File: config.mk
export PLATFORM = sky130hd
export DESIGN_NAME = booth_seq_ctrl
export DESIGN_NICKNAME = d
export VERILOG_FILES = /design/src/rtl/booth_seq_ctrl.sv
export SDC_FILE = /design/constraint.sdc
export NUM_CORES = 1
export LEC_CHECK = 0
export ABC_AREA = 1
export CAP_MARGIN = 20
export CORE_AREA = 2 2 39 41
export DETAILED_ROUTE_END_ITERATION = 10
export DIE_AREA = 0 0 41 43
export HOLD_SLACK_MARGIN = 0.08
export PLACE_DENSITY = 0.61
export SYNTH_ARGS = -nofsm -noshare
export SYNTH_HDL_FRONTEND = slang
export SYNTH_SLANG_ARGS = --single-unit
File: constraint.sdc
create_clock -name clk -period 3 [get_ports clk]
set_clock_uncertainty 0.1 [all_clocks]
set_input_delay 0.6 -clock clk [delete_from_list [all_inputs] [get_ports clk]]
set_output_delay 0.6 -clock clk [all_outputs]
set_load 0.05 [all_outputs]
File: src/rtl/booth_seq_ctrl.sv
`default_nettype none
// ============================================================================
// Module   : booth_seq_ctrl
// Purpose  : Sequencer for a radix-2 Booth multiplier datapath (A, Q/Q-1, M).
// Revision : 1.0 - initial release
// ============================================================================
module booth_seq_ctrl #(
  parameter int DATA_WIDTH = 4,
  localparam int CNT_WIDTH = $clog2(DATA_WIDTH) + 1
) (
  input  logic                 clk,
  input  logic                 rst,
  input  logic                 start,
  input  logic [1:0]           booth_bits,
  output logic                 load_default,
  output logic                 acc_we,
  output logic                 alu_sub,
  output logic                 shift_en,
  output logic                 busy,
  output logic                 done,
  output logic [CNT_WIDTH-1:0] count
);

  localparam logic [CNT_WIDTH-1:0] C_ITERS = CNT_WIDTH'(DATA_WIDTH);
  localparam logic [CNT_WIDTH-1:0] C_LAST  = CNT_WIDTH'(1);

  typedef enum logic [2:0] {
    S_IDLE  = 3'd0,
    S_INIT  = 3'd1,
    S_EVAL  = 3'd2,
    S_SHIFT = 3'd3,
    S_DONE  = 3'd4
  } state_t;

  state_t               r_state;
  state_t               w_state_next;
  logic [CNT_WIDTH-1:0] r_count;
  logic [CNT_WIDTH-1:0] w_count_next;

  always_ff @(posedge clk) begin
    if (rst) begin
      r_state <= S_IDLE;
      r_count <= '0;
    end else begin
      r_state <= w_state_next;
      r_count <= w_count_next;
    end
  end

  // booth_bits is only looked at inside EVAL so an undriven operand bus
  // outside that state can never reach the strobes.
  always_comb begin
    w_state_next = r_state;
    w_count_next = r_count;
    load_default = 1'b0;
    acc_we       = 1'b0;
    alu_sub      = 1'b0;
    shift_en     = 1'b0;
    busy         = 1'b0;
    done         = 1'b0;
    case (r_state)
      S_IDLE: begin
        if (start) w_state_next = S_INIT;
      end
      S_INIT: begin
        load_default = 1'b1;
        busy         = 1'b1;
        w_count_next = C_ITERS;
        w_state_next = S_EVAL;
      end
      S_EVAL: begin
        busy = 1'b1;
        case (booth_bits)
          2'b01:   acc_we = 1'b1;
          2'b10: begin
            acc_we  = 1'b1;
            alu_sub = 1'b1;
          end
          default: ;
        endcase
        w_state_next = S_SHIFT;
      end
      S_SHIFT: begin
        shift_en     = 1'b1;
        busy         = 1'b1;
        w_count_next = r_count - C_LAST;
        w_state_next = (r_count == C_LAST) ? S_DONE : S_EVAL;
      end
      S_DONE: begin
        done         = 1'b1;
        w_state_next = S_IDLE;
      end
      default: w_state_next = S_IDLE;
    endcase
  end

  assign count = r_count;

endmodule
`default_nettype wire

Word-level counts from Yosys, hierarchy flattened --
Index checks and enable logic that the tools add are counted.
Operators by class: add/subtract/negate cells 1, equality and inequality tests 8, muxes and demuxes 12, reduce and logical (&&, ||, !) cells 4
Operator list (count):
- $pmux 3 s4 | 1
- $mux 1 | 8
- $eq 3x1->1 const B | 2
- $eq 3x2->1 const B | 2
- $mux 3 | 2
- $pmux 3 s2 | 1
- $eq 3x3->1 const B | 1
- $logic_not 3->1 | 1
- $reduce_or 3->1 | 1
- $sub 3x1->3 const B | 1
- $eq 2x1->1 const B | 1
- $eq 2x2->1 const B | 1
- $ne 2x2->1 const B | 1
- $reduce_bool 2->1 | 1
- $reduce_or 2->1 | 1
Storage, ports and cells: bits in registers 6

Logic depth before layout (Yosys ltp) --
Gate-level depths: netlist of run 1.
depth in word-level cells 4, depth in mapped cells 7, gate-level depth less buffers 7

Worst setup path after synthesis of run 1 --
No wires, ideal clock.
path type input to output, from in booth_bits[0], to out acc_we, arrival 1.561 ns, setup slack 0.739 ns, cell stages on the path 3, buffers on the path 0, path through inv_1 -> ha_1 -> nor2_1
On the way: word-level cells in the longest chain between the ends 4
Ends and longest elaborated chain:
- from (decl) | line 14 | input logic [1:0] booth_bits,
- $eq 2x2->1 / $eq 2x1->1 (equally long branches) | line 73 | case (booth_bits)
- $reduce_or 2->1 (no source line) *
- $mux 1 * | line 73
- $mux 1 * | line 61 | case (r_state)
- to (decl) | line 16 | output logic acc_we,
Mark *: on every way between the ends. The rest lies on a longest branch, timed or not.

Final worst setup path of run 1 --
from reg r_state[0], to out load_default
On the way: word-level cells in the longest chain between the ends 2
Ends and longest elaborated chain:
- from (decl) | line 35 | state_t r_state;
- from (signal assigned) | line 45 | r_state <= w_state_next;
- $eq 3x1->1 | line 61
- $mux 1 | line 61
- to (decl) | line 15 | output logic load_default,
No other way between the ends.

==> impl_metrics.csv, run 1 <==
group,metric,value,unit
worst_setup_path,cp_slowest_cell,"clkdlybuf4s50_1",
cts,cts_buffers,3,
worst_setup_path,cpMostUsedCell,"inv_1",
synth,synthCells,51,
cts,postCtsHoldBufs,0,
final_layout,fillers,150,
synth,synth_edf_count,0,
sta,rsz0062_at_grt,"no",
synth,ys.flop_type,"dfxtp_1",
floorplan,die_area,0.00176,sq mm
sta,fmax,402,MHz
global_route,overflow,0,
sta,setup_tns,0,ns
cts,clock_path_buffers,2,
routing,drtIter0Drc,2,
routing,wl,661,um
sta,post-route-period-util,82.8,%
final_layout,fin_util,38.2,%
worst_hold_path,hold_path.class,"reg -> reg",
final_layout,stdcell_count,83,
worst_setup_path,arrival,1.78,ns
cts,cts_tree,"yes",
cts,clock_latency,0.24,ns
routing,vias,350,
sta,finalCriticalPeriod,2.48,ns
place,hpwl,574,um
pwr,max-vdd-ir-drop,199,uV
worst_setup_path,crit_path_start_kind,"flip-flop",
floorplan,pin_count,14,
sta,hold_ws,0.377,ns
final_layout,nets,77,
synth,yosysWarnings,0,
place,gp_congestion,0.720,
synth,synthDominantCellAreaShare,34.5,%
outcome,status,"finished, final reports clean",
sta,relSlewSlack,66.9,%
cts,cts_resized,0,
routing,wl_per_cell,7.96,um
place,dp.cells,80,
pwr,p_total,0.000251,W
worst_setup_path,required,2.30,ns
global_route,antenna_found_initial,0,
floorplan,rows,14,
routing,postRouteAntennaNets,0,
worst_setup_path,end_kind,"output pin",
sta,setup-violations-final,0,
synth,synth_area,348,sq um
synth,synth_area_per_cell,6.82,sq um
cts,root_buffer,"clkbuf_4",
final_layout,layout-drive-gt1-share,16.4,%
floorplan,start_util,25.1,%
routing,avgViaCountPerCell,4.22,
synth,yosys-top-cells-area,"dfxtp_1 35%, inv_1 13%, ha_1 11%",
worst_setup_path,cp_cell_sequence,"inv_1, nor2_1, nand2_1, inv_1, clkdlybuf4s50_1",
synth,ys_ff_latch,6,
cts,clk_transition_reported_paths,0.04,ns
final_layout,syn_to_final_growth,51.8,%
routing,firstDrtPassIters,4,
synth,seq_area_frac_synth,34.5,%
global_route,grt_max_degree,7,
global_route,grt_first_pass_wirelength,1190,um
global_route,grtUsageTotal,10.1,%
floorplan,fp.dieW,41,um
final_layout,antenna_cells,0,
cts,cts_setup_buffers,0,
floorplan,die_height,43,um
pwr,power.density,476,mW/mm^2
worst_setup_path,crit_buf_inv,3,
synth,syn-num-nets,59,
sta,final-max-slew-violation-count,0,
cts,cts_max_level,1,
worst_setup_path,cp_max_fo,6,
worst_setup_path,cpPeakStageDelay,0.79,ns
place,io_buffers,13,
synth,synth_top_cell_by_area,"dfxtp_1",
worst_setup_path,crit_family,"buffers and inverters",
sta,worstMarginPinSlew,0.494,ns
sta,hold_viol_final,0,
flow_run,cap_viol_max_count,0,
synth,ys_async_sr_fraction,0,%
worst_setup_path,critical_path_class,"reg -> out",
synth,yosysUniqueCellTypes,14,
routing,drc_errors,0,
global_route,grt_pass1_vias,334,
pwr,power_leakage,0.234,nW
floorplan,core-area,0.00138,sq mm
cts,clkSinkCount,6,
[metrics by stage]
step / cell area (sq um) / worst slack (ns)
floorplan: 348 / 0.739
global placement: 505 / 0.587
detailed placement: 505 / 0.583
CTS: 528 / 0.502
global route: 528 / 0.343
finish: 528 / 0.515
[metal layers]
layer  GRT usage (%)  up-vias  share of wire, %  routed length [um]
li1                -      188                 -                   -
met1            12.0      150                44                 291
met2            14.1       10                47                 309
met3            1.57        2               7.1                  47
met4            10.0        0               2.0                  13
met5               0        -                 0                   0
[worst paths after layout]
| path | from | end | slack (ns) | depth (start not counted) |
|---|---|---|---|---|
| worst max-delay path | r_state[0] | load_default | 0.52 | 5 |
| worst min-delay path | r_state[1] | r_state[1] | 0.38 | 1 |
| worst min register to register | r_state[1] | r_state[1] | 0.38 | 1 |
| worst max register to register | count[0] | count[1] | 1.91 | 5 |
[area by class of cell]
type                            instances  area, sq um  share of cell area [%]
Tap cell                               16         20.0                    3.79
Clock buffer                            3         22.5                    4.27
Multi-Input combinational cell         31          175                    33.2
Sequential cell                         6          120                    22.7
Timing Repair Buffer                   13          138                    26.1
Inverter                               14         52.6                    9.95
[cells by family after synthesis]
group	synth area share, %
and+or+nand+nor	31.3
AOI/OAI and AO/OA	8.27
DFF	34.5
buffers and inverters	15.1
adders and majority gates	10.8
[cells in the mapped netlist, types with 2 or more instances]
library cell / instances
nor2_1: 9
inv_2: 2
dfxtp_1: 6
ha_1: 3
o21ai_0: 2
inv_1: 12
a21oi_1: 2
nand2_1: 7
nand3_1: 3
[state kept, by name (all words and copies together) (netlist names)]
register	flops
count	3
r_state	3
[layout by cell type (no fill, tap or decap)]
| cell | netlist | layout |
|---|---|---|
| a21oi_2 | 1 | 1 |
| ha_1 | 3 | 3 |
| inv_2 | 2 | 2 |
| o21ai_0 | 2 | 2 |
| nand4_1 | 1 | 1 |
| clkdlybuf4s50_1 | 0 | 11 |
| buf_12 | 0 | 1 |
| dfxtp_1 | 6 | 6 |
| buf_4 | 0 | 1 |
| nand2_2 | 1 | 1 |
| nor3_2 | 1 | 1 |
| nand2_1 | 7 | 7 |
| clkbuf_4 | 0 | 3 |
| nor2_1 | 9 | 9 |
| inv_1 | 12 | 12 |
| nor2_4 | 1 | 1 |
| nand3_1 | 3 | 3 |
| a21oi_1 | 2 | 2 |
[power breakdown]
group          internal [W]   total, W  switching [W]
Clock             0.0000451  0.0000727      0.0000275
Combinational     0.0000316  0.0000865      0.0000549
Sequential        0.0000862  0.0000922     0.00000597
(Power assumes the default switching activity.)
==> run 2: changes to the inputs <==
- clock period: 3 -> 2.5 ns (I/O delays scaled with it)
==> impl_metrics.csv, run 2 (same netlist as run 1, synthesis figures left out) <==
group,metric,value,unit
routing,drtIter0Drc,2,
sta,relSlewSlack,66.5,%
pwr,p_int,0.000197,W
final_layout,multiInputGateArea,175,sq um
routing,wl_per_cell,8.36,um
worst_setup_path,cp_cell_sequence,"nor2_1, inv_1, nor2_1, clkdlybuf4s50_1",
floorplan,core-area,0.00138,sq mm
global_route,antenna_found_initial,0,
final_layout,stdcell_count,83,
sta,fmax,431,MHz
global_route,grt_pass1_vias,331,
worst_setup_path,critical_path_class,"reg -> out",
pwr,power_leakage,0.252,nW
place,dp.cells,80,
pwr,switching_share,35.3,%
routing,drc_errors,0,
place,gp_congestion,0.749,
place,hpwl,591,um
global_route,grtUsageTotal,9.86,%
floorplan,fp.dieW,41,um
sta,worstMarginPinSlew,0.502,ns
pwr,clockPowerShare,28.9,%
sta,hold_viol_final,0,
pwr,max-vdd-ir-drop,287,uV
global_route,overflow,0,
worst_setup_path,cpPeakStageDelay,0.80,ns
sta,final-max-slew-violation-count,0,
sta,setup_tns,0,ns
cts,clk_transition_reported_paths,0.04,ns
outcome,status,"finished, final reports clean",
final_layout,syn_to_final_growth,56.1,%
pwr,p_seq_share,36.4,%
worst_setup_path,required,1.90,ns
cts,cts_buffers,3,
routing,avgViaCountPerCell,4.12,
floorplan,die_area,0.00176,sq mm
cts,cts_max_level,1,
sta,finalCriticalPeriod,2.32,ns
worst_setup_path,cpMostUsedCell,"nor2_1",
global_route,grt_max_degree,7,
cts,clock_path_buffers,2,
worst_setup_path,arrival,1.72,ns
worst_hold_path,hold_path.class,"reg -> reg",
floorplan,die_height,43,um
cts,clock_latency,0.24,ns
global_route,grt_first_pass_wirelength,1190,um
worst_setup_path,end_kind,"output pin",
routing,postRouteAntennaNets,0,
place,io_buffers,13,
final_layout,final_common_cell,"inv_1",
sta,setup-violations-final,0,
worst_setup_path,cp_slowest_cell,"clkdlybuf4s50_1",
final_layout,antenna_cells,0,
pwr,power.density,560,mW/mm^2
cts,cts_setup_buffers,0,
sta,rsz0062_at_grt,"no",
worst_setup_path,cp_max_fo,6,
floorplan,rows,14,
final_layout,layout-drive-gt1-share,16.4,%
final_layout,seq_area,120,sq um
floorplan,pin_count,14,
cts,root_buffer,"clkbuf_4",
sta,post-route-period-util,92.8,%
final_layout,layout_common_cells,"12 x inv_1, 10 x clkdlybuf4s50_1, 9 x nor2_1",
cts,clkSinkCount,6,
pwr,p_total,0.000304,W
cts,cts_tree,"yes",
worst_setup_path,crit_path_start_kind,"flip-flop",
floorplan,start_util,25.1,%
flow_run,cap_viol_max_count,0,
pwr,comb_power_share,34.7,%
final_layout,fillers,146,
final_layout,nets,77,
routing,vias,342,
routing,wl,694,um
routing,firstDrtPassIters,4,
pwr,switchingPower,0.000107,W
## run 2: cell types whose count changed in the layout (fill, tap and decap cells not counted)
| cell | delta |
|---|---|
| buf_4 | -1 |
| buf_12 | +1 |
| clkdlybuf4s50_1 | -1 |
| dlymetal6s2s_1 | +1 |
## run 2: cell type report
type | instances | area share [%]
Inverter | 14 | 9.68
Tap cell | 16 | 3.69
Clock buffer | 3 | 4.15
Sequential cell | 6 | 22.1
Timing Repair Buffer | 13 | 28.1
Multi-Input combinational cell | 31 | 32.3
## run 2: final timing paths
| check | depth (start not counted) | startpoint | slack (ns) | end |
|---|---|---|---|---|
| worst max register to register | 5 | count[0] | 1.40 | count[1] |
| worst max-delay path | 4 | r_state[0] | 0.18 | done |
| worst min register to register | 1 | r_state[1] | 0.39 | r_state[1] |
| worst min-delay path | 1 | r_state[1] | 0.39 | r_state[1] |
## run 2: per-stage QoR
| step | cell area, sq um | setup slack, ns | utilization, % | hold WS [ns] |
|---|---|---|---|---|
| final | 543 | 0.180 | 39.2 | 0.388 |
| after global routing | 543 | 0.0174 | 39.2 | 0.416 |
| after CTS | 541 | 0.106 | 39.1 | 0.383 |
| after detailed placement | 518 | 0.278 | 37.4 | 0.377 |
| after global placement | 518 | 0.290 | 37.4 | 0.373 |
| after floorplan | 348 | 0.439 | - | 0.352 |
## run 2: worst max-delay path, delay by kind of cell (launching register included)
kind | cells | cell delay, ns
buffers and inverters | 2 | 0.88
and+or+nand+nor | 2 | 0.24
DFF | 1 | 0.36
## run 2: timing repair
action                                  in CTS  in global routing
endpoints found under the setup margin       0                  1
resized for setup                            0                  1
hold buffers                                 0                  0
## run 2: power by group through the flow
stage          Combinational, W   Clock, W  Sequential [W]
5_1_grt                0.000115  0.0000956        0.000112
3_3_place_gp           0.000106          0        0.000112
2_1_floorplan         0.0000566          0        0.000125
4_1_cts                0.000107  0.0000912        0.000111
6_report               0.000105  0.0000880        0.000111
3_5_place_dp           0.000107          0        0.000112
## run 2: routing by layer
metal / vias to the layer above / track usage (%) / share of wire, %
met2: 10 / 14.4 / 47
met3: 2 / 1.57 / 7.8
met5: - / 0 / 0
met4: 0 / 8.00 / 2.7
li1: 185 / - / -
met1: 145 / 12.0 / 43
